[config.mk]
export PLATFORM = sky130hd
export DESIGN_NAME = snake_sprite_fetch
export DESIGN_NICKNAME = d
export VERILOG_FILES = /design/src/rtl/snake_pkg.sv /design/src/rtl/snake_anim_ctr.sv /design/src/rtl/snake_sprite_fetch.sv
export SDC_FILE = /design/constraint.sdc
export NUM_CORES = 1
export LEC_CHECK = 0
export CAP_MARGIN = 20
export CORE_MARGIN = 3
export CORE_UTILIZATION = 35
export DETAILED_ROUTE_END_ITERATION = 16
export GPL_TIMING_DRIVEN = 0
export PLACE_DENSITY = 0.73
export SETUP_SLACK_MARGIN = 0.3
export SLEW_MARGIN = 20
export SYNTH_ARGS = -nofsm -noshare
export SYNTH_HDL_FRONTEND = slang
export SYNTH_SLANG_ARGS = --single-unit
[constraint.sdc]
create_clock -name Clk -period 2.2 [get_ports Clk]
set_clock_uncertainty 0.2 [all_clocks]
set_input_delay 0.44 -clock Clk [delete_from_list [all_inputs] [get_ports Clk]]
set_output_delay 0.44 -clock Clk [all_outputs]
set_load 0.01 [all_outputs]
[src/rtl/snake_pkg.sv]
// snake_pkg: shared types and constants for the snake sprite pipeline.
//   dir_t         - snake heading, packed into the top bits of the sprite ROM address
//   SCREEN_W/H    - visible raster size
//   SPRITE_ADDR_W - sprite ROM address width {dir, frame, row, col}
//   in_span()     - 11-bit range test used by the bounding-box hit logic
package snake_pkg;

  typedef enum logic [1:0] {
    RIGHT = 2'd0,
    LEFT  = 2'd1,
    UP    = 2'd2,
    DOWN  = 2'd3
  } dir_t;

  localparam int SCREEN_W      = 640;
  localparam int SCREEN_H      = 480;
  localparam int SPRITE_ADDR_W = 13;

  // True when base <= c < base + size. Evaluated at 11 bits so a sprite
  // near the right/bottom edge never wraps back to column/row 0.
  function automatic logic in_span(input logic [10:0] c,
                                   input logic [10:0] base,
                                   input logic [10:0] size);
    return (c >= base) && (c < (base + size));
  endfunction

endpackage

[src/rtl/snake_anim_ctr.sv]
// snake_anim_ctr: two-frame walk animation for the snake sprite.
//   Clk        in  pixel clock
//   Reset_n    in  asynchronous active-low reset
//   frame_tick in  one-cycle pulse per video frame
//   moving_q   in  latched animation enable
//   frame      out current animation frame (toggles every FRAME_PERIOD ticks)
module snake_anim_ctr #(
  parameter int FRAME_PERIOD = 15
) (
  input  logic Clk,
  input  logic Reset_n,
  input  logic frame_tick,
  input  logic moving_q,
  output logic frame
);

  localparam int CNT_W = (FRAME_PERIOD > 1) ? $clog2(FRAME_PERIOD) : 1;
  localparam logic [CNT_W-1:0] LAST_TICK = CNT_W'(FRAME_PERIOD - 1);

  logic [CNT_W-1:0] r_tick_cnt;
  logic             r_frame;

  // While the snake is stopped both the count and the frame freeze, so it
  // resumes walking from the same pose.
  always_ff @(posedge Clk or negedge Reset_n) begin
    if (!Reset_n) begin
      r_tick_cnt <= '0;
      r_frame    <= 1'b0;
    end else if (frame_tick && moving_q) begin
      if (r_tick_cnt == LAST_TICK) begin
        r_tick_cnt <= '0;
        r_frame    <= ~r_frame;
      end else begin
        r_tick_cnt <= r_tick_cnt + 1'b1;
      end
    end
  end

  assign frame = r_frame;

endmodule

[src/rtl/snake_sprite_fetch.sv]
// snake_sprite_fetch: beam hit test and sprite ROM fetch for the snake.
//   Clk, Reset_n        pixel clock, asynchronous active-low reset
//   frame_tick          start-of-vblank pulse; loads position/dir/moving
//   blank               beam outside visible area
//   DrawX, DrawY        beam position
//   SnakeX, SnakeY      sprite top-left (sampled on frame_tick)
//   dir, moving         heading and animation enable (sampled on frame_tick)
//   rom_addr            {dir, frame, row, col} to synchronous sprite ROM
//   rom_data            ROM palette index, one edge after rom_addr
//   pix_index/pix_valid opaque snake pixel, 2 edges after DrawX/DrawY
module snake_sprite_fetch
  import snake_pkg::*;
#(
  parameter int         SPRITE_W        = 32,
  parameter int         SPRITE_H        = 32,
  parameter int         FRAME_PERIOD    = 15,
  parameter logic [3:0] TRANSPARENT_IDX = 4'd0
) (
  input  logic                     Clk,
  input  logic                     Reset_n,
  input  logic                     frame_tick,
  input  logic                     blank,
  input  logic [9:0]               DrawX,
  input  logic [9:0]               DrawY,
  input  logic [9:0]               SnakeX,
  input  logic [9:0]               SnakeY,
  input  dir_t                     dir,
  input  logic                     moving,
  output logic [SPRITE_ADDR_W-1:0] rom_addr,
  input  logic [3:0]               rom_data,
  output logic [3:0]               pix_index,
  output logic                     pix_valid
);

  localparam int COL_W = $clog2(SPRITE_W);
  localparam int ROW_W = $clog2(SPRITE_H);

  // Frame-stable copies of the sprite placement
  logic [9:0] r_pos_x;
  logic [9:0] r_pos_y;
  dir_t       r_dir_q;
  logic       r_moving_q;
  logic       w_frame;

  always_ff @(posedge Clk or negedge Reset_n) begin
    if (!Reset_n) begin
      r_pos_x    <= '0;
      r_pos_y    <= '0;
      r_dir_q    <= RIGHT;
      r_moving_q <= 1'b0;
    end else if (frame_tick) begin
      r_pos_x    <= SnakeX;
      r_pos_y    <= SnakeY;
      r_dir_q    <= dir;
      r_moving_q <= moving;
    end
  end

  snake_anim_ctr #(
    .FRAME_PERIOD (FRAME_PERIOD)
  ) u_anim_ctr (
    .Clk        (Clk),
    .Reset_n    (Reset_n),
    .frame_tick (frame_tick),
    .moving_q   (r_moving_q),
    .frame      (w_frame)
  );

  // Hit test and address formation
  logic             w_hit;
  logic [COL_W-1:0] w_col;
  logic [ROW_W-1:0] w_row;
  logic [SPRITE_ADDR_W-1:0] w_addr;

  assign w_hit = in_span({1'b0, DrawX}, {1'b0, r_pos_x}, 11'(SPRITE_W)) &&
                 in_span({1'b0, DrawY}, {1'b0, r_pos_y}, 11'(SPRITE_H));

  // Sprite dimensions are powers of two, so the low bits of the offset are
  // the in-sprite coordinate whenever w_hit is set.
  assign w_col  = COL_W'(DrawX - r_pos_x);
  assign w_row  = ROW_W'(DrawY - r_pos_y);
  assign w_addr = w_hit ? SPRITE_ADDR_W'({r_dir_q, w_frame, w_row, w_col})
                        : '0;

  // Pipeline: stage 1 presents the ROM address, stage 2 waits for ROM data,
  // stage 3 registers the palette output.
  logic [SPRITE_ADDR_W-1:0] r_rom_addr;
  logic                     r_hit_d1;
  logic                     r_hit_d2;
  logic                     r_blank_d1;
  logic                     r_blank_d2;
  logic [3:0]               r_pix_index;
  logic                     r_pix_valid;
  logic                     w_pix_valid_next;

  assign w_pix_valid_next = r_hit_d2 && !r_blank_d2 && (rom_data != TRANSPARENT_IDX);

  always_ff @(posedge Clk or negedge Reset_n) begin
    if (!Reset_n) begin
      r_rom_addr  <= '0;
      r_hit_d1    <= 1'b0;
      r_hit_d2    <= 1'b0;
      r_blank_d1  <= 1'b0;
      r_blank_d2  <= 1'b0;
      r_pix_index <= '0;
      r_pix_valid <= 1'b0;
    end else begin
      r_rom_addr  <= w_addr;
      r_hit_d1    <= w_hit;
      r_blank_d1  <= blank;
      r_hit_d2    <= r_hit_d1;
      r_blank_d2  <= r_blank_d1;
      r_pix_valid <= w_pix_valid_next;
      r_pix_index <= w_pix_valid_next ? rom_data : 4'd0;
    end
  end

  assign rom_addr  = r_rom_addr;
  assign pix_index = r_pix_index;
  assign pix_valid = r_pix_valid;

endmodule

==> metrics.txt <==
row count=31; Starting Density=0.3716; Synth warnings=0; layout cells sized above 1=0.1962; DRC=0; fmax=0.4115 GHz; vias in the first global route=around 2,400; post-synth top area share=0.4498; vias per cell=4.858; Port Buffers=68; Net Sw Frac=0.3162; via count=2,288; CTS tree=yes; RSZ-0062 raised after global routing=true; area leader, netlist=dfrtp_1; Setup Slack @ Placement=-717.8 ps; worst reg2reg endpoint=rom_addr[4]; Post-Synthesis Cell Area=2781 um^2; placed inst area=3630 um^2; Yosys reg bits=50; internal power=~1.8 mW; Hold Crit Depth=0; die area=9053 um^2; register area share after synthesis=0.4498; Post-synth EDFFs=0; largest net degree at the start of global routing=34; Worst Hold End=r_blank_d2; worst path bufs/invs=2; I/O Pins=69; crit path DAT=2460 ps; synth top area cells=dfrtp_1, ha_1, o21ai_0, inv_1, nand2_1; DR iter-0 viols=57; family with the most delay on the worst path=compound AO/OA/AOI/OAI gates; crit start category=input pin; syn nets=approximately 370; final core occ=0.5387; status=finished with violations; Final WS setup=-230.0 ps; initial antenna violation count=0; WL/cell=14.29 um; first-pass GRT wire length=10.81 mm; Setup-failing EPs final=14; worst-case clock buffer depth=2; worst min path class=reg2reg; final WL=a little under 7 mm; global router's overall resource usage=0.1523; CP Data Required Time=2230 ps; Critical Path Max Stage Delay=roughly 450 ps; Synth-to-Final Area Change=44.98%; final-report max-slew violation count=0; CTS root buf=clkbuf_8; most common cell after layout, fill and taps aside=clkdlybuf4s50_1; Avg Cell Area, Syn=9.934 um^2; die width=95.15 um; Max-Cap Viols=0; Pre-antenna DRT Iters=4; crit path cell chain=clkdlybuf4s50_1 -> ha_1 -> o21a_1 -> o31ai_2 -> a311oi_2 -> a311o_2 -> buf_6 -> nor3_4; worst r2r src=r_pos_x[5]; Worst slew margin=0.6923; Sink Count=50; CP Capture Type=flop; most frequent cells in the layout=clkdlybuf4s50_1, dfrtp_1, nand2_1, o21ai_0; Die Ht=95.15 um; ant diodes=0; Comb power frac=0.316; reg-to-reg slack, setup=-200 ps; latest clock arrival within the worst-skew pair=~300 ps; Clock Power Share=0.260; maximum fanout along the worst path=5; cell area power density=643.9 nW/um^2; sw power=821.2 uW; post-route minimum period=~2400 ps; Worst VDD drop=around 0.32 mV; Layout Nets=456; crit path max-delay cell type=a311o_2; Reg2Reg Depth=9; hold_sp=r_blank_d1; Final Hold Viols=0; Final period util=1.105; Worst-path clk slew=around 100 ps; GPL Wtd Cong=~0.81; failing checks=setup timing; measured slew at the worst slew-check pin=between 400 and 500 ps; Leakage=1.802 nW; ys async rst share=1.000; total CTS buffers=5; design area=approximately 4000 um^2; Netlist cell types=around 40; Final HPWL DP=4.868 mm; Syn Inst Count=280; Crit Path Category=in2reg; Final ANT Viol Nets=0; gr ovfl total=0; Sequential Power Share=0.423; Main synth FF type=dfrtp_1; Core Box Area=7486 um^2; H-tree depth=2
-- layout make-up --
class	instances	area [um^2]
inverters	29	108.9
repair buffers	84	818.3
well taps	99	123.9
fillers	667	3453
plain buffers	7	46.29
multi-input cells	194	1565
clock buffers	5	68.82
clock inverters	3	47.55
flip-flops and latches	50	1254
-- timing repair --
item / CTS / global route
setup endpoints to repair: 28 / 36
pin swaps: 20 / 20
hold buffers: 1 / 0
setup buffers: 11 / 1
hold endpoints to repair: 17 / 0
gates cloned: 2 / 0
gates resized for setup: 30 / 20
-- per-layer routing --
metal  GRT usage  wire, um  vias up
met5           0         0        -
met4     0.04087        89        0
met3     0.03236       356        8
met2      0.2647      3333       56
met1      0.1910      2953     1075
li1            -         -     1149
-- how the worst max path moves through the flow --
stage               startpoint           end  slack (ps)  cells past startpoint
floorplan           r_pos_y[7]   rom_addr[0]          -1                      9
global placement       Reset_n    r_moving_q        -940                      1
detailed placement    DrawX[1]  rom_addr[11]        -720                      8
CTS                 r_pos_y[6]  rom_addr[11]        -220                      9
global route        r_pos_x[5]   rom_addr[4]        -290                      9
finish                DrawX[2]   rom_addr[4]        -230                      8
-- flip-flops by register name, indices dropped and copies added (netlist names), 2 cells and up --
signal	flops
rom_addr	13
r_pos_x	10
r_pos_y	10
pix_index	4
u_anim_ctr.r_tick_cnt	4
r_dir_q	2
-- kinds of logic (layout without fill, tap and decap cells) --
family                     count (synthesis)  in the layout  synth area share
buffers and inverters                     36            128           0.05173
DFF                                       50             50            0.4498
adders and majority gates                 34             34            0.1583
xor gates and xnor gates                  12             12           0.03779
and+or+nand+nor                           78             78            0.1448
muxes                                      3              3           0.01214
AOI/OAI and AO/OA                         67             67            0.1453
-- power groups by stage --
stage	logic (mW)	clock network (mW)	registers [mW]
final	0.821	0.676	1.10
after floorplan	0.417	0	1.11
after detailed placement	0.683	0	1.11
after global placement	0.662	0	1.11
after global routing	0.913	0.726	1.12
after CTS	0.779	0.692	1.09
-- cells in the mapped netlist (2+ instances only) --
| cell type | count |
|---|---|
| o21ai_0 | 29 |
| nor2_1 | 9 |
| and3_1 | 2 |
| and2_1 | 4 |
| a311oi_1 | 2 |
| mux2_2 | 3 |
| a31oi_1 | 2 |
| inv_1 | 29 |
| nand2_1 | 29 |
| nand3_1 | 10 |
| xnor2_1 | 10 |
| a21oi_1 | 15 |
| clkbuf_1 | 5 |
| nor2b_1 | 4 |
| ha_1 | 32 |
| xor2_1 | 2 |
| o31ai_1 | 2 |
| fa_1 | 2 |
| nand4_1 | 3 |
| o22ai_1 | 2 |
| a21o_1 | 5 |
| dfrtp_1 | 50 |
| nor3_2 | 6 |
| nor3_1 | 5 |
| nand2b_1 | 2 |
-- stage by stage --
stage	hold WS, ps	std cells	power (mW)	setup TNS [ps]
2_1_floorplan	-55.59	280	1.524	-7.575
3_3_place_gp	133.7	447	1.771	-56620
3_5_place_dp	134.7	448	1.797	-10570
4_1_cts	157.2	470	2.565	-2527
5_1_grt	178.9	471	2.756	-3656
6_report	156.5	471	2.597	-2792
Power figures use the tool's default switching activity.
